### config.mk
export PLATFORM = sky130hd
export DESIGN_NAME = guess_round_ctrl
export DESIGN_NICKNAME = d
export VERILOG_FILES = /design/src/rtl/guess_pkg.sv /design/src/rtl/bound_update.sv /design/src/rtl/guess_round_ctrl.sv
export SDC_FILE = /design/constraint.sdc
export NUM_CORES = 1
export LEC_CHECK = 0
export ABC_AREA = 1
export CAP_MARGIN = 20
export CORE_MARGIN = 5
export CORE_UTILIZATION = 45
export DETAILED_ROUTE_END_ITERATION = 12
export PLACE_DENSITY = 0.75
export SKIP_LAST_GASP = 1
export SYNTH_ARGS = -nofsm -noshare
export SYNTH_HDL_FRONTEND = slang
export SYNTH_HIERARCHICAL = 1
export SYNTH_SLANG_ARGS = --single-unit
### constraint.sdc
create_clock -name clk -period 3.7 [get_ports clk]
set_input_delay 0.74 -clock clk [delete_from_list [all_inputs] [get_ports clk]]
set_output_delay 0.74 -clock clk [all_outputs]
set_load 0.02 [all_outputs]
### src/rtl/guess_pkg.sv
// rtl/guess_pkg.sv - shared types and constants for the guess round sequencer
package guess_pkg;

   typedef enum logic [2:0] {
      ST_IDLE,
      ST_LOAD,
      ST_WAIT,
      ST_EVAL,
      ST_WIN,
      ST_LOSE
   } state_t;

   localparam int DEF_WIDTH     = 8;
   localparam int DEF_MAX_TRIES = 7;

   // Hint encoding shared with the display logic
   localparam logic [1:0] HINT_NONE = 2'b00;
   localparam logic [1:0] HINT_HI   = 2'b01;
   localparam logic [1:0] HINT_LO   = 2'b10;
   localparam logic [1:0] HINT_OUT  = 2'b11;

endpackage

### src/rtl/bound_update.sv
// rtl/bound_update.sv - combinational guess classification and next-bound computation
module bound_update #(
   parameter int WIDTH = 8
) (
   input  logic [WIDTH-1:0] ll,
   input  logic [WIDTH-1:0] hl,
   input  logic [WIDTH-1:0] g,
   input  logic [WIDTH-1:0] secret,
   output logic             in_range,
   output logic             eq,
   output logic             lt,
   output logic [WIDTH-1:0] next_ll,
   output logic [WIDTH-1:0] next_hl
);

   localparam logic [WIDTH-1:0] ONE = {{(WIDTH-1){1'b0}}, 1'b1};

   always_comb begin
      in_range = (g >= ll) && (g <= hl);
      eq       = (g == secret);
      lt       = (g < secret);
      next_ll  = ll;
      next_hl  = hl;
      if (eq) begin
         next_ll = secret;
         next_hl = secret;
      end else if (lt) begin
         // g < secret <= max, so g+1 cannot wrap
         next_ll = g + ONE;
      end else begin
         next_hl = g - ONE;
      end
   end

endmodule

### src/rtl/guess_round_ctrl.sv
// rtl/guess_round_ctrl.sv - round sequencer: secret latch, guess handshake, bounds, hints and attempt count
module guess_round_ctrl
   import guess_pkg::*;
#(
   parameter  int WIDTH     = DEF_WIDTH,
   parameter  int MAX_TRIES = DEF_MAX_TRIES,
   localparam int TRY_W     = $clog2(MAX_TRIES + 1)
) (
   input  logic             clk,
   input  logic             rst,
   input  logic             start,
   input  logic [WIDTH-1:0] secret,
   input  logic [WIDTH-1:0] guess,
   input  logic             guess_valid,
   output logic             guess_ready,
   output logic [WIDTH-1:0] LL,
   output logic [WIDTH-1:0] HL,
   output logic             hint_hi,
   output logic             hint_lo,
   output logic             outrange,
   output logic [TRY_W-1:0] tries,
   output logic             busy,
   output logic             win,
   output logic             lose
);

   localparam logic [TRY_W-1:0] TRY_ONE = {{(TRY_W-1){1'b0}}, 1'b1};
   localparam logic [TRY_W-1:0] TRY_MAX = TRY_W'(MAX_TRIES);

   state_t           state, state_nxt;
   logic [WIDTH-1:0] secret_r, guess_r, ll_r, hl_r;
   logic [TRY_W-1:0] tries_r;
   logic [1:0]       hint_r;

   logic             in_range, eq, lt;
   logic [WIDTH-1:0] next_ll, next_hl, g_eval;
   logic             take;

   assign take = (state == ST_WAIT) && guess_valid;

   // Classification happens on the handshake edge so the pulses are visible during EVAL
   assign g_eval = (state == ST_WAIT) ? guess : guess_r;

   bound_update #(.WIDTH(WIDTH)) u_bound_update (
      .ll       (ll_r),
      .hl       (hl_r),
      .g        (g_eval),
      .secret   (secret_r),
      .in_range (in_range),
      .eq       (eq),
      .lt       (lt),
      .next_ll  (next_ll),
      .next_hl  (next_hl)
   );

   always_ff @(posedge clk or negedge rst) begin
      if (!rst) begin
         state    <= ST_IDLE;
         secret_r <= '0;
         guess_r  <= '0;
         ll_r     <= '0;
         hl_r     <= '0;
         tries_r  <= '0;
         hint_r   <= HINT_NONE;
      end else begin
         state  <= state_nxt;
         hint_r <= HINT_NONE;
         case (state)
            ST_IDLE, ST_WIN, ST_LOSE: begin
               if (start) secret_r <= secret;
            end
            ST_LOAD: begin
               ll_r    <= '0;
               hl_r    <= '1;
               tries_r <= '0;
            end
            ST_WAIT: begin
               if (take) begin
                  guess_r <= guess;
                  if (!in_range) begin
                     hint_r <= HINT_OUT;
                  end else begin
                     tries_r <= tries_r + TRY_ONE;
                     ll_r    <= next_ll;
                     hl_r    <= next_hl;
                     if (!eq) hint_r <= lt ? HINT_HI : HINT_LO;
                  end
               end
            end
            default: ;
         endcase
      end
   end

   // In EVAL, hint_r holds the verdict of the guess just taken; HINT_NONE means a hit
   always_comb begin
      state_nxt = state;
      case (state)
         ST_IDLE, ST_WIN, ST_LOSE: if (start) state_nxt = ST_LOAD;
         ST_LOAD: state_nxt = ST_WAIT;
         ST_WAIT: if (take) state_nxt = ST_EVAL;
         ST_EVAL: begin
            if (hint_r == HINT_OUT)       state_nxt = ST_WAIT;
            else if (hint_r == HINT_NONE) state_nxt = ST_WIN;
            else if (tries_r == TRY_MAX)  state_nxt = ST_LOSE;
            else                          state_nxt = ST_WAIT;
         end
         default: state_nxt = ST_IDLE;
      endcase
   end

   assign guess_ready = (state == ST_WAIT);
   assign busy        = (state == ST_LOAD) || (state == ST_WAIT) || (state == ST_EVAL);
   assign win         = (state == ST_WIN);
   assign lose        = (state == ST_LOSE);
   assign hint_hi     = (hint_r == HINT_HI);
   assign hint_lo     = (hint_r == HINT_LO);
   assign outrange    = (hint_r == HINT_OUT);
   assign LL          = ll_r;
   assign HL          = hl_r;
   assign tries       = tries_r;

endmodule
==> metrics.md, run 1 <==
| Metric | Value |
|---|---|
| Fin util | 54.40% |
| DRT antenna net count | 0 |
| Initial antenna violation count | 0 |
| Final Skew | roughly 0.0043 ns |
| # diodes | 0 |
| RSZ-0062 raised after global routing | no |
| Most used cell, CP | nand2_1 |
| Hold_buf cts | 0 |
| Fin nets | 561 |
| Ys async rst share | 100.0% |
| Design area | 3882 um^2 |
| Cell Rows | 31 |
| GRT Total Usage | 19.70% |
| # clock sinks | 40 |
| Worst-Margin Slew | 0.9037 ns |
| Synth cell count leaders | 141 x nand2_1, 69 x inv_1, 61 x nand3_1, 40 x dfrtp_1, 34 x nor2_1 |
| Kind of critical path | flop to flop |
| Area share of the largest cell type after synthesis | between 30% and 40% |
| EDFF count, synth | 0 |
| Final period utilization | 83.47% |
| Number of synthesized register bits | 40 |
| DR WL/cell | 13.32 um |
| Clk_lat worst skew | about 0.30 ns |
| Post-Syn Area | 3247 um^2 |
| Via count of the routed design | 3055 |
| Most common cell in the synthesized netlist | nand2_1 |
| YS warnings | 6 |
| Core Box Area | 7137 um^2 |
| Area leader, netlist | dfrtp_1 |
| Max Slew Vio Count | 0 |
| CTS clk-pin slew, worst paths | 0.08 ns |
| CTS tree | yes |
| Minimum clock period | 3.089 ns |
| Worst slew margin | just under 40% |
| Worst setup SP type | flop |
| Boundary Pins | between 40 and 50 |
| Starting Density | 45.49% |
| Vert. Die Dim | 94.94 um |
| CTS resizes | 0 |
| Post-synth cell types | 33 |
| Predominant post-synthesis flop cell | dfrtp_1 |
| Fmax | 0.3238 GHz |
| Clock buffer depth | 2 |
| Iteration-0 DRC Markers | 182 |
| Status | completed |
| Area of the die | 9014 um^2 |
| Hold Fails Final Rpt | 0 |
| Residual DRC | 0 |
| WL final | 8166 um |
| Critical path endpoint category | flop |
| Worst path cell trace | inv_1, nand3_2, nand2_1, o21ai_0, buf_4, ha_1, nand2_1, nor2_1, nand4_1, nand2_1, nand2_1, inv_1, nand2_1, nand3_1, nand3_4, nand2_1, o21ai_0 |
| Final Setup Violations | 0 |
| Drt via density | 4.984 |
| Largest net degree at the start of global routing | 41 |
| Post-CTS Setup Bufs | 0 |
| Worst hold-check path type | flop to flop |
| Pre-antenna DRT Iters | 4 |
| Die width | 94.94 um |
| PortBufs | 45 |
| Vias in the first global route | 3026 |
| Crit path DAT | around 3.3 ns |
| WP data required | 3.88 ns |
| Max-Cap Viols | 0 |
| Mapped Avg Cell Area | approximately 7.0 um^2 |
| Area after DPL | 3789 um^2 |
| Crit Path Max Fanout | 19 |
| First-pass GRT wire length | ~14000 um |
| Area grow syn2layout | 19.58% |
| GR Overflow Total | 0 |
| DP HPWL | 6185 um |
| Syn nets | 512 |
| Setup TNS | 0 ns |
| CTS root buf | clkbuf_8 |
| Gpl congestion | 0.9653 |
| Slowest cell on crit path | dfrtp_1 |
| Layout cells sized above 1 | 10.51% |
| Cells after synthesis | 464 |
| Num CTS Buffers | 5 |
| Htree depth | 2 |
| Sequential area share after synthesis | a little under a third |
| Dominant cells by area after synthesis | dfrtp_1 31%, nand2_1 16%, ha_1 11% |
| Crit-path max cell delay | 0.53 ns |
metal layers:
metal | GRT usage, % | wire, um | part of all wire [%] | vias up
li1 | - | - | - | 1565
met1 | 24.26 | 3678 | 45 | 1408
met2 | 34.41 | 3921 | 48 | 69
met3 | 3.426 | 415 | 5.1 | 13
met4 | 6.971 | 151 | 1.8 | 0
met5 | 0 | 0 | 0 | -
final timing paths:
check,cells past startpoint,endpoint,slack [ns],from
setup / recovery,17,tries[0]$_DFFE_PN0P_,0.61,state[0]$_DFFE_PN0P_
setup reg to reg,17,tries[0]$_DFFE_PN0P_,0.61,state[0]$_DFFE_PN0P_
max in group asynchronous,1,LL[4]$_DFFE_PN0P_,2.57,rst
min in group asynchronous,1,HL[1]$_DFFE_PN0P_,0.57,rst
hold / removal,2,guess_r[7]$_DFFE_PN0P_,0.49,guess_r[7]$_DFFE_PN0P_
hold reg to reg,2,guess_r[7]$_DFFE_PN0P_,0.49,guess_r[7]$_DFFE_PN0P_
worst max-delay path: cells and delay by family (launching register included):
kind | cells | cell delay, ns
adder cells (fa/ha/maj) | 1 | 0.30
AND/OR/NAND/NOR | 11 | 1.54
AO/OA/AOI/OAI | 2 | 0.18
flip-flops | 1 | 0.53
buffers and inverters | 3 | 0.40
cell type report:
cell class / instances / area [um^2]
clock inverter: 1 / 7.507
fill: 708 / 3254
tap: 99 / 123.9
timing repair buffer: 55 / 520.5
sequential: 40 / 1001
inverter: 73 / 276.5
clock buffer: 7 / 86.33
multi-input combinational: 338 / 1867
metrics by stage:
stage / setup WS (ns) / std cells / hold slack [ns]
after global routing: 0.2087 / 613 / 0.5128
after global placement: 0.5104 / 605 / 0.4648
after detailed placement: 0.4768 / 605 / 0.4742
after floorplan: 0.7569 / 464 / 0.4444
final: 0.6114 / 613 / 0.4900
after CTS: 0.6054 / 613 / 0.4946
layout by cell type (no fill, tap or decap), types with 6 or more instances in the layout:
| master | instances |
|---|---|
| nand3_1 | 61 |
| nand2_1 | 141 |
| nor2_1 | 34 |
| ha_1 | 28 |
| clkdlybuf4s50_1 | 44 |
| inv_1 | 69 |
| buf_4 | 10 |
| o21ai_0 | 16 |
| o21ai_2 | 8 |
| dfrtp_1 | 40 |
| clkbuf_8 | 6 |
| a21oi_1 | 10 |
| a21oi_2 | 9 |
cell families after synthesis:
kind of cell | share of synthesized area [%]
buf+inv | 11.68
fa+ha+maj | 10.79
flops | 30.83
compound gates | 10.02
xor+xnor | 1.349
simple gates | 35.34
registers in the layout, summed over array words and instances, names as in the netlist:
name / count
HL: 8
LL: 8
guess_r: 8
secret_r: 8
state: 3
tries: 3
hint_r: 2
Power of run 1 is not shown: default switching activity piles up to over one toggle a cycle in this logic, so the estimate is an artifact.
==> run 2: changes to the inputs <==
Settings changed: PLACE_DENSITY 0.75 to 0.77.
Clock period 3.7 ns to 2.6 ns, I/O delays scaled along.
==> run 2 against run 1 <==
  * Critical endpoint is now HL[1]$_DFFE_PN0P_
  * Worst setup slack got worse by 0.61 ns
  * Flip-flop and latch count did not move
  * Hold slack got worse by 0.14 ns
  * Final cell count rose by 5.2%
  * Core utilization rose by 6.2 points
  * Highest routed layer unchanged
  * Die area did not move
  * Non-clock buffer count rose by 32
==> metrics.md, run 2 (synthesis results as in run 1) <==
| Metric | Value |
|---|---|
| GR Overflow Total | 0 (unchanged) |
| Critical path endpoint category | flop |
| Placed Cells | 635 (+5.0%) |
| Cell Rows | 31 (unchanged) |
| # diodes | 0 (unchanged) |
| Worst setup SP type | flop |
| Area grow syn2layout | 33.26% |
| CTS tree | yes |
| Fmax | 0.3853 GHz (+19%) |
| Fin nets | 593 (+5.7%) |
| Starting Density | 45.49% (unchanged) |
| Worst slew margin | 36.94% (-2.8 points) |
| Area of the die | 9014 um^2 (unchanged) |
| Status | completed |
| # clock sinks | 40 (unchanged) |
| Layout cells sized above 1 | 19.78% (+9.3 points) |
| Clock buffer depth | 2 (unchanged) |
| Gpl congestion | 0.9426 (-2.4%) |
| Fillers | 645 (-8.9%) |
| Largest net degree at the start of global routing | 41 (unchanged) |
| Layout Cells excl Fill | 645 (+5.2%) |
| Worst-Margin Slew | 0.9460 ns (+0.04224 ns) |
| Met1 Usage GRT | 28.19% (+3.9 points) |
| DP HPWL | 7018 um (+13%) |
| Final Setup Violations | 0 (unchanged) |
| Met2 GRT Util | 37.05% (+2.6 points) |
| Die width | 94.94 um (unchanged) |
| Final period utilization | 99.84% (+16 points) |
| WL final | 9118 um (+12%) |
| CTS root buf | clkbuf_8 |
| Num CTS Buffers | 5 (unchanged) |
| Vert. Die Dim | 94.94 um (unchanged) |
| Crit path DAT | 2.79 ns (-0.47 ns) |
| Htree depth | 2 (unchanged) |
| Max Slew Vio Count | 0 (unchanged) |
| Met3 GRT Util | 2.948% (-0.48 points) |
| Vias in the first global route | 3248 (+7.3%) |
| Iteration-0 DRC Markers | 265 (+46%) |
| Initial antenna violation count | 0 (unchanged) |
| Final Skew | 0.009902 ns (+0.005623 ns) |
| Crit-path max cell delay | 0.41 ns (-0.12 ns) |
| Via count of the routed design | 3276 (+7.2%) |
| Residual DRC | 0 (unchanged) |
| Hold_buf cts | 0 (unchanged) |
| Hold Slack | 0.3537 ns (-0.1363 ns) |
| Pre-antenna DRT Iters | 5 (+1) |
| Boundary Pins | 46 (unchanged) |
| Worst path cell trace | inv_4, nand3_2, buf_12, nand2_1, o21ai_1, buf_4, buf_4, ha_1, a21o_1, nor2_4, clkbuf_16, nand3_1, nand3_1, nand2_1, nor2_1, a21oi_2 |
| Worst hold-check path type | input port to async pin |
| GR peak layer | met2 |
| Clk_lat worst skew | 0.30 ns (about the same) |
| Hold Fails Final Rpt | 0 (unchanged) |
| GRT Total Usage | 21.49% (+1.8 points) |
| Drt via density | 5.079 (+1.9%) |
| CTS clk-pin slew, worst paths | 0.09 ns (about the same) |
| DRT antenna net count | 0 (unchanged) |
| DR WL/cell | 14.14 um (+6.1%) |
| PortBufs | 45 (unchanged) |
| Minimum clock period | 2.596 ns (-0.4928 ns) |
| Commonest non-fill, non-tap cell in the layout | nand2_1 |
| Final WS setup | 0.004283 ns (-0.6072 ns) |
| Max-Cap Viols | 0 (unchanged) |
| Core Box Area | 7137 um^2 (unchanged) |
| Slowest cell on crit path | dfrtp_1 |
| First-pass GRT wire length | 15300 um (+10%) |
| Commonest cells after routing, fill and taps aside | 139 x nand2_1, 67 x inv_1, 60 x nand3_1, 44 x clkdlybuf4s50_1, 40 x dfrtp_1 |
| Crit Path Max Fanout | 17 (-2) |
| DP Worst Slack | -0.2769 ns (-0.7537 ns) |
| Fin util | 60.62% (+6.2 points) |
| WP data required | 2.79 ns (-1.09 ns) |
| RSZ-0062 raised after global routing | yes |
| Kind of critical path | flop to flop |
## run 2: cell types whose count changed in the layout (fill, tap and decap cells not counted), sizes merged
cell and delta:
clkinvlp +1, buf +31
## run 2: worst paths after layout
path                                   startpoint  cells past startpoint  slack (ns)                     end
setup / recovery             state[2]$_DFFE_PN0P_                     16       0.004       HL[1]$_DFFE_PN0P_
hold / removal                                rst                      1        0.35  guess_r[4]$_DFFE_PN0P_
setup reg to reg             state[2]$_DFFE_PN0P_                     16       0.004       HL[1]$_DFFE_PN0P_
hold reg to reg            guess_r[3]$_DFFE_PN0P_                      2        0.49  guess_r[3]$_DFFE_PN0P_
max in group asynchronous                     rst                      1        1.65    state[0]$_DFFE_PN0P_
min in group clk           guess_r[3]$_DFFE_PN0P_                      2        0.49  guess_r[3]$_DFFE_PN0P_
## run 2: per-stage QoR
stage / cell area, um^2 / setup TNS, ns
3_5_place_dp: 4088 / -4.785
2_1_floorplan: 3258 / 0
4_1_cts: 4188 / 0
3_3_place_gp: 4088 / -4.324
6_report: 4327 / 0
5_1_grt: 4327 / -1.515
## run 2: timing repair
| item | 4_1_cts | 5_1_grt |
|---|---|---|
| cloned | 0 | 1 |
| pin swaps | 0 | 14 |
| setup endpoints to repair | 1 | 21 |
| setup buffers | 0 | 1 |
| gates resized for setup | 1 | 24 |
## run 2: per-layer routing
metal / part of all wire [%] / vias up / wire (um)
li1: - / 1627 / -
met1: 43 / 1511 / 3961
met2: 49 / 123 / 4502
met3: 5.5 / 15 / 505
met4: 1.6 / 0 / 148
met5: 0 / - / 0
## run 2: final cells by class
class,count,area (um^2),share of cell area (%)
Tap cell,99,123.9,2.863
Multi-Input combinational cell,338,1967,45.46
Sequential cell,40,1001,23.13
Clock buffer,6,82.58,1.909
Inverter,73,276.5,6.391
Timing Repair Buffer,87,860.8,19.90
Clock inverter,2,15.01,0.3470
## run 2: worst max-delay path, delay by kind of cell, from the launching register on
kind,cells,cell delay (ns)
buf+inv,5,0.71
compound gates,3,0.30
fa+ha+maj,1,0.29
flops,1,0.41
simple gates,7,0.74
Power of run 2 is left out for the same reason.
==> run 3: changes to the inputs <==
Settings changed: CAP_MARGIN 20 to 25.
==> run 3 against run 2 <==
  * Clock-buffer cell count did not move
  * Hold slack improved by 0.14 ns
  * Global-route usage did not move
  * Fmax rose by 0.19%
  * Critical path type unchanged
  * Worst setup slack improved by 0.0049 ns
  * Core utilization rose by 0.42 points
  * Flip-flop and latch count did not move
  * Via count rose by 1.1%
  * Largest cell class unchanged
  * Critical endpoint unchanged
  * Critical path depth did not move
  * Sequential share of layout area fell by 0.16 points
==> metrics.md, run 3 (synthesis results as in run 1) <==
| Metric | Value |
|---|---|
| Status | completed |
| Fmax | 0.3860 GHz (+0.19%) |
| Boundary Pins | 46 (unchanged) |
| Fin nets | 595 (+0.34%) |
| Final Setup Violations | 0 (unchanged) |
| GRT Total Usage | 21.49% (unchanged) |
| Crit path DAT | 2.78 ns (about the same) |
| Critical path endpoint category | flop |
| Worst setup SP type | flop |
| Layout cells sized above 1 | 19.89% (+0.11 points) |
| Starting Density | 45.49% (unchanged) |
| Hold Fails Final Rpt | 0 (unchanged) |
| Worst hold-check path type | flop to flop |
| Clock buffer depth | 2 (unchanged) |
| Minimum clock period | 2.591 ns (-0.004908 ns) |
| Commonest non-fill, non-tap cell in the layout | nand2_1 |
| Initial antenna violation count | 0 (unchanged) |
| CTS tree | yes |
| RSZ-0062 raised after global routing | yes |
| Num CTS Buffers | 5 (unchanged) |
| # clock sinks | 40 (unchanged) |
| Worst slew margin | 73.99% (+37 points) |
| PortBufs | 45 (unchanged) |
| Met2 GRT Util | 37.05% (unchanged) |
| CTS root buf | clkbuf_8 |
| Vias in the first global route | 3248 (unchanged) |
| WL final | 9137 um (+0.21%) |
| Area grow syn2layout | 34.18% |
| Commonest cells after routing, fill and taps aside | 139 x nand2_1, 67 x inv_1, 60 x nand3_1, 44 x clkdlybuf4s50_1, 40 x dfrtp_1 |
| Worst-Margin Slew | 0.3890 ns (-0.5570 ns) |
| Final Skew | 0.009889 ns (-0.00001266 ns) |
| Vert. Die Dim | 94.94 um (unchanged) |
| DP HPWL | 7018 um (unchanged) |
| Area of the die | 9014 um^2 (unchanged) |
| Die width | 94.94 um (unchanged) |
| Largest net degree at the start of global routing | 41 (unchanged) |
| Max Slew Vio Count | 0 (unchanged) |
| Gpl congestion | 0.9426 (unchanged) |
| Reg2reg setup slack | 0.009 ns (about the same) |
| Cell Rows | 31 (unchanged) |
| CTS clk-pin slew, worst paths | 0.08 ns (about the same) |
| Htree depth | 2 (unchanged) |
| GR Overflow Total | 0 (unchanged) |
| Drt via density | 5.117 (+0.76%) |
| DR WL/cell | 14.12 um (-0.10%) |
| Core Box Area | 7137 um^2 (unchanged) |
| Crit Path Max Fanout | 17 (unchanged) |
| Pre-antenna DRT Iters | 5 (unchanged) |
| Via count of the routed design | 3311 (+1.1%) |
| GR peak layer | met2 |
| # diodes | 0 (unchanged) |
| Placed Cells | 635 (unchanged) |
| Iteration-0 DRC Markers | 247 (-6.8%) |
| WP data required | 2.79 ns (about the same) |
| Kind of critical path | flop to flop |
| Residual DRC | 0 (unchanged) |
| DRT antenna net count | 0 (unchanged) |
| Met1 Usage GRT | 28.19% (unchanged) |
| Clk_lat worst skew | 0.30 ns (about the same) |
| First-pass GRT wire length | 15300 um (unchanged) |
| Final period utilization | 99.65% (-0.19 points) |
| Layout Cells excl Fill | 647 (+0.31%) |
| Max-Cap Viols | 0 (unchanged) |
| Met3 GRT Util | 2.948% (unchanged) |
[run 3: changes by cell type in the layout (fill, tap and decap cells not counted), sizes merged]
cell         before  now
dlygate4sd3       0    1
buf              42   43
[run 3: stage by stage]
stage | worst slack, ns | setup TNS, ns | instance area (um^2) | hold slack [ns] | util, %
2_1_floorplan | 0.001314 | 0 | 3258 | 0.2244 | -
3_3_place_gp | -0.2365 | -4.324 | 4088 | 0.4637 | 57.28
3_5_place_dp | -0.2769 | -4.785 | 4088 | 0.4696 | 57.28
4_1_cts | 0.01698 | 0 | 4188 | 0.3930 | 58.68
5_1_grt | -0.1217 | -1.515 | 4357 | 0.5160 | 61.04
6_report | 0.009191 | 0 | 4357 | 0.4901 | 61.04
[run 3: routing by layer]
metal  up-vias  wire length (um)
met2       115              4506
met3        17               460
met1      1546              3996
met4         0               174
li1       1633                 -
met5         -                 0
[run 3: critical path: stages (launching register included)]
cell	delay, ns
dfrtp_1	0.41
inv_4	0.06
nand3_2	0.08
buf_12	0.16
nand2_1	0.05
o21ai_1	0.06
buf_4	0.16
buf_4	0.14
ha_1	0.29
a21o_1	0.20
nor2_4	0.27
clkbuf_16	0.20
nand3_1	0.08
nand3_1	0.09
nand2_1	0.05
nor2_1	0.12
a21oi_2	0.04
[run 3: worst paths after layout]
check | start | endpoint | depth (start not counted)
setup reg to reg | state[2]$_DFFE_PN0P_ | HL[1]$_DFFE_PN0P_ | 16
max in group asynchronous | rst | state[0]$_DFFE_PN0P_ | 3
min in group asynchronous | rst | HL[6]$_DFFE_PN0P_ | 2
hold reg to reg | guess_r[5]$_DFFE_PN0P_ | guess_r[5]$_DFFE_PN0P_ | 2
hold / removal | guess_r[5]$_DFFE_PN0P_ | guess_r[5]$_DFFE_PN0P_ | 2
setup / recovery | state[2]$_DFFE_PN0P_ | HL[1]$_DFFE_PN0P_ | 16
[run 3: area by class of cell]
type | instances | area (um^2)
clock inverter | 2 | 15.01
timing repair buffer | 89 | 890.9
multi-input combinational | 338 | 1967
sequential | 40 | 1001
fill | 644 | 2780
clock buffer | 6 | 82.58
inverter | 73 | 276.5
tap | 99 | 123.9
[run 3: what timing repair did]
action	4_1_cts	5_1_grt
resized for setup	1	24
endpoints found under the hold margin	0	1
endpoints found under the setup margin	1	21
setup buffers	0	1
cloned	0	1
pin swaps	0	14
hold buffers	0	1
Power of run 3 is left out for the same reason.
